$ cat config.mk
export PLATFORM = sky130hd
export DESIGN_NAME = tiny_processor_driver
export DESIGN_NICKNAME = d
export VERILOG_FILES = /design/src/rtl/tiny_driver_pkg.sv /design/src/rtl/tiny_processor_driver_sclk_gen.sv /design/src/rtl/tiny_processor_driver.sv
export SDC_FILE = /design/constraint.sdc
export NUM_CORES = 1
export LEC_CHECK = 0
export CAP_MARGIN = 30
export CELL_PAD_IN_SITES_DETAIL_PLACEMENT = 0
export CELL_PAD_IN_SITES_GLOBAL_PLACEMENT = 1
export CORE_UTILIZATION = 30
export DETAILED_ROUTE_END_ITERATION = 10
export PLACE_DENSITY_LB_ADDON = 0.1
export SETUP_SLACK_MARGIN = 0.4
export SYNTH_ARGS = -nofsm -noshare
export SYNTH_HDL_FRONTEND = slang
export SYNTH_HIERARCHICAL = 1
export SYNTH_SLANG_ARGS = --single-unit
$ cat constraint.sdc
create_clock -name clk -period 6.2 [get_ports clk]
set_input_delay 1.24 -clock clk [delete_from_list [all_inputs] [get_ports clk]]
set_output_delay 1.24 -clock clk [all_outputs]
set_load 0.005 [all_outputs]
$ cat src/rtl/tiny_driver_pkg.sv
// tiny_driver_pkg: shared types, built-in program/data images and mode decode for the driver
package tiny_driver_pkg;
  typedef enum logic [1:0] {
    M_RUN       = 2'b00,
    M_LOAD_IMEM = 2'b01,
    M_LOAD_DMEM = 2'b10,
    M_HOLD      = 2'b11
  } mode_t;
  typedef enum logic [2:0] {
    S_IDLE,
    S_CORE_RST,
    S_LOAD_I,
    S_LOAD_D,
    S_RUN,
    S_DONE
  } state_t;
  localparam logic [0:15][7:0] IMEM_ROM = {
    8'h81, 8'h42, 8'hA5, 8'h3C, 8'h0F, 8'hF0, 8'h5A, 8'hC3,
    8'h12, 8'h34, 8'h56, 8'h78, 8'h9A, 8'hBC, 8'hDE, 8'h01
  };
  localparam logic [0:15][7:0] DMEM_ROM = {
    8'h7E, 8'h01, 8'h02, 8'h04, 8'h08, 8'h10, 8'h20, 8'h40,
    8'h80, 8'hFF, 8'h00, 8'h55, 8'hAA, 8'h96, 8'h69, 8'hE7
  };
  function automatic mode_t mode_of(state_t s);
    return s == S_LOAD_I ? M_LOAD_IMEM : s == S_LOAD_D ? M_LOAD_DMEM : s == S_RUN ? M_RUN : M_HOLD;
  endfunction
endpackage

$ cat src/rtl/tiny_processor_driver_sclk_gen.sv
// sclk_gen: divides clk into sclk_out and strobes fall_tick on the clk edge where sclk_out falls
module sclk_gen #(
  parameter int CLK_DIV = 2
) (
  input  logic clk,
  input  logic rst_n,
  input  logic en,
  output logic sclk_out,
  output logic fall_tick
);
  localparam int C_W = CLK_DIV > 1 ? $clog2(CLK_DIV) : 1;
  logic [C_W-1:0] cnt;
  logic wrap;
  assign wrap = cnt == C_W'(CLK_DIV - 1);
  assign fall_tick = en && wrap && sclk_out;
  always_ff @(posedge clk or negedge rst_n) begin
    if (!rst_n) begin
      cnt      <= '0;
      sclk_out <= 1'b0;
    end else if (!en) begin
      cnt      <= '0;
      sclk_out <= 1'b0;
    end else begin
      cnt      <= wrap ? '0 : cnt + 1'b1;
      sclk_out <= sclk_out ^ wrap;
    end
  end
endmodule

$ cat src/rtl/tiny_processor_driver.sv
// tiny_processor_driver: resets the tiny core, serially loads IMEM/DMEM images, then runs it until done
module tiny_processor_driver
  import tiny_driver_pkg::*;
#(
  parameter int CLK_DIV    = 2,
  parameter int RST_CYCLES = 4,
  parameter int WORDS      = 16,
  parameter int WORD_W     = 8
) (
  input  logic       clk,
  input  logic       rst_n,
  input  logic       drive,
  input  logic       done_in,
  output logic       sclk_out,
  output logic       rst_n_out,
  output logic       mosi_out,
  output logic [1:0] mode_out
);
  localparam int B_W = $clog2(WORD_W);
  localparam int W_W = $clog2(WORDS);
  localparam int R_W = $clog2(RST_CYCLES + 1);
  state_t state, state_n;
  logic [B_W-1:0] bcnt, bcnt_n;
  logic [W_W-1:0] wcnt, wcnt_n;
  logic [R_W-1:0] rcnt, rcnt_n;
  logic [1:0] done_q;
  logic fall_tick, sclk_en, last_bit, mosi_n;
  assign sclk_en  = state != S_IDLE;
  assign last_bit = bcnt == '0 && wcnt == W_W'(WORDS - 1);
  sclk_gen #(.CLK_DIV(CLK_DIV)) u_sclk_gen (
    .clk      (clk),
    .rst_n    (rst_n),
    .en       (sclk_en),
    .sclk_out (sclk_out),
    .fall_tick(fall_tick)
  );
  always_comb begin
    state_n = state;
    bcnt_n  = bcnt;
    wcnt_n  = wcnt;
    rcnt_n  = rcnt;
    case (state)
      S_IDLE: if (drive) begin
        state_n = S_CORE_RST;
        rcnt_n  = '0;
      end
      S_CORE_RST: if (fall_tick) begin
        rcnt_n = rcnt + 1'b1;
        if (rcnt == R_W'(RST_CYCLES - 1)) begin
          state_n = S_LOAD_I;
          bcnt_n  = B_W'(WORD_W - 1);
          wcnt_n  = '0;
        end
      end
      S_LOAD_I, S_LOAD_D: if (fall_tick) begin
        bcnt_n = bcnt == '0 ? B_W'(WORD_W - 1) : bcnt - 1'b1;
        wcnt_n = bcnt == '0 ? wcnt + 1'b1 : wcnt;
        if (last_bit) begin
          state_n = state == S_LOAD_I ? S_LOAD_D : S_RUN;
          bcnt_n  = B_W'(WORD_W - 1);
          wcnt_n  = '0;
        end
      end
      S_RUN:   if (fall_tick && done_q[1]) state_n = S_DONE;
      S_DONE:  if (fall_tick && !drive) state_n = S_IDLE;
      default: state_n = S_IDLE;
    endcase
    mosi_n = state_n == S_LOAD_I ? IMEM_ROM[wcnt_n][bcnt_n] :
             state_n == S_LOAD_D ? DMEM_ROM[wcnt_n][bcnt_n] : 1'b0;
  end
  always_ff @(posedge clk or negedge rst_n) begin
    if (!rst_n) begin
      state     <= S_IDLE;
      bcnt      <= '0;
      wcnt      <= '0;
      rcnt      <= '0;
      done_q    <= '0;
      mosi_out  <= 1'b0;
      mode_out  <= M_HOLD;
      rst_n_out <= 1'b0;
    end else begin
      state     <= state_n;
      bcnt      <= bcnt_n;
      wcnt      <= wcnt_n;
      rcnt      <= rcnt_n;
      done_q    <= {done_q[0], done_in};
      mosi_out  <= mosi_n;
      mode_out  <= mode_of(state_n);
      rst_n_out <= !(state_n inside {S_IDLE, S_CORE_RST});
    end
  end
endmodule

==> results.toml <==
[sta]
finalCriticalPeriod_ns = 4.22
setup_viol = 0
finalSetupTns_ns = 0
period_share_pct = 68.1
hold_slack_ns = 0.365
report.final.slew_viol_count = 0
fin_worst_skew_ns = 0.00368
timing_hold_violations_final = 0
worst_pin_slew_ns = 0.773
setup_ws_ns = 1.98
slew_headroom_pct = 48.3
rsz0062_at_grt = "false"
max_freq_ghz = 0.237

[synth]
synth_xor_xnor_area_share_pct = 0.509
synth_compound_area_share_pct = 26.8
synth_fp_nets = 218
synth.area.mux_share_pct = 4.80
synth_edf_count = 0
netlist_area_um2 = 1720
synth_fa_ha_area_share_pct = 7.99
synth_top_cell_by_area = "dfrtp_1"
ys_seq_area_share_pct = 30.7
ys_seq_elements = 21
synth-async-reset-ratio_pct = 100
synth_common_cells = "20 x nand2_1, 19 x dfrtp_1, 14 x o21ai_0"
synth_cell_type_count = 61
yosysWarnings = 6
synth.most_common_cell = "nand2_1"
synth_area_leaders = "dfrtp_1 28%, ha_1 8.0%, nand2_1 4.4%"
synth_top_family_by_area = "compound AO/OA/AOI/OAI gates"
syn_inst = 203
synth_area_per_cell_um2 = 8.48
synth_top_cell_area_share_pct = 27.6
synth_ff_type = "dfrtp_1"
yosys.area_share.simple_pct = 22.0

[clocking]
cts_tree = "done"
cts_resized = 0
holdBufCountCts = 0
path_clk_slew_ns = 0.08
cts_buffers = 3
cts.sinks = 21
h-tree-depth = 1
clock_path_buffers = 2
post-cts-setup-buffers = 0
clock_latency_ns = 0.26
cts-root-buf = "clkbuf_8"

[final_layout]
drive_above_1_share_pct = 10.6
area_growth_pct = 10.2
finish.utilization_pct = 34.5
antennaDiodeCount = 0
nets = 223

[critical_path]
worstSetupPathType = "reg -> reg"
crit_slowest_cell = "a211oi_4"
cp_cell_sequence = "nor2_1 -> nand2_1 -> and3_2 -> nand4b_1 -> and3_1 -> a211oi_4 -> inv_2 -> o21a_1 -> a221oi_1 -> a2111oi_2 -> nor4_1 -> o311ai_1"
crit_path_max_fanout = 16
worstSetupEndpointType = "flop"
cp.arrival_ns = 4.35
max_stage_delay_ns = 0.67
cp.required_ns = 6.33
start_kind = "flop"

[routing]
drt-initial-drc-count = 126
drt-total-wl_um = 4520
postRouteAntennaNets = 0
dr_total_vias = 1545
wl_per_cell_um = 16.2
drtPass1Iterations = 4
drc = 0
vias_per_cell = 5.54

[floorplan]
die_w_um = 77.8
core.rowCount = 27
io_pins = 9
core_um2 = 5510
start_util_pct = 31.3
chipHeight_um = 77.8
dieArea_um2 = 6050

[placement]
dp_slack_ns = 2.05
detailed_place_hpwl_um = 3370
globalplace.congestion = 0.838
numPortBuffers = 8

[power]
powerDensity_nw_per_um2 = 325
p_int_uw = 349
switchingPower_uw = 267
power_leakage_uw = 0.000770
clkPwrFrac_pct = 14.9
vdd_ir_drop_max_v = 0.000133
power.total_uw = 617
p_seq_share_pct = 35.3
sw_frac_of_total_pct = 43.4
p_comb_share_pct = 49.8

[global_route]
grt_first_pass_wirelength_um = 7310
grt_pass1_vias = 1431
grt_max_degree = 17
antenna_found_initial = 0
grt.total_usage_pct = 15.5
overflow = 0

[min_path]
min_path_type = "reg -> reg"

[outcome]
status = "finished, final reports clean"

[flow_run]
cap_violations = 0
## sequential cells by signal, summed over array words and instances (netlist names)
name,flops
rst_n_out,1
done_q,2
mosi_out,1
bcnt,3
u_sclk_gen/sclk_out,1
u_sclk_gen/cnt,1
wcnt,4
rcnt,3
mode_out,2
state,3
## per-layer routing
layer	routed length, µm	track usage, %
met5	0	0
met2	2040	22.8
met3	156	3.06
met4	46	4.34
met1	2280	22.6
## power by group through the flow
stage | combinational (µW) | sequential, µW | clock (µW)
after floorplan | 229 | 203 | 0
after global placement | 307 | 222 | 0
after detailed placement | 304 | 220 | 0
after CTS | 306 | 218 | 96.2
after global routing | 343 | 224 | 101
final | 307 | 218 | 91.8
## final cells by class
class	instances	area, µm²
multi-input combinational	156	1070
fill	585	3610
tap	72	90.1
clock buffer	3	41.3
timing repair buffer	9	95.1
sequential	21	528
clock inverter	1	5.00
inverter	17	68.8
## path summary, 6_finish.rpt
kind | start | endpoint | slack, ns | cells after the start
min reg2reg | done_q[0] | done_q[1] | 0.37 | 0
max | state[1] | mosi_out | 1.98 | 12
min in group asynchronous | rst_n | u_sclk_gen/sclk_out | 1.32 | 1
max reg2reg | state[1] | mosi_out | 1.98 | 12
max in group asynchronous | rst_n | mode_out[1] | 4.32 | 2
min | done_q[0] | done_q[1] | 0.37 | 0
## cell usage in the layout (no fill, tap or decap), types with 3 or more instances in the layout
master	synthesis	layout
nor2_1	11	11
clkbuf_8	0	3
nor3_1	11	11
inv_1	13	13
a211oi_1	3	3
clkdlybuf4s50_1	0	8
dfrtp_1	19	19
nor4_1	3	3
nand2_1	20	20
mux2i_1	6	6
a221oi_1	3	3
o21a_1	4	4
nand2b_1	3	3
a21oi_1	10	10
o21ai_0	14	14
o311ai_0	3	3
nand4b_1	3	3
o22ai_1	4	4
ha_1	11	11
a31oi_1	5	5
nand3_1	3	3
nor2b_1	4	4
## critical path: cells and delay by family (launching register included)
kind / cells / cell delay, ns
simple gates: 6 / 1.56
compound gates: 5 / 1.56
flops: 1 / 0.65
buf+inv: 1 / 0.30
## logic make-up (layout without fill, tap and decap cells)
logic type,Yosys count,count (layout)
AOI/OAI and AO/OA,65,65
xor gates and xnor gates,1,1
adders and majority gates,11,11
buffers and inverters,26,30
DFF,21,21
muxes,8,8
and+or+nand+nor,71,71
## metrics by stage
step	cells	instance area (µm²)
3_3_place_gp	274	1840
2_1_floorplan	203	1720
5_1_grt	279	1900
4_1_cts	279	1900
3_5_place_dp	275	1850
6_report	279	1900
(Power assumes the default switching activity.)
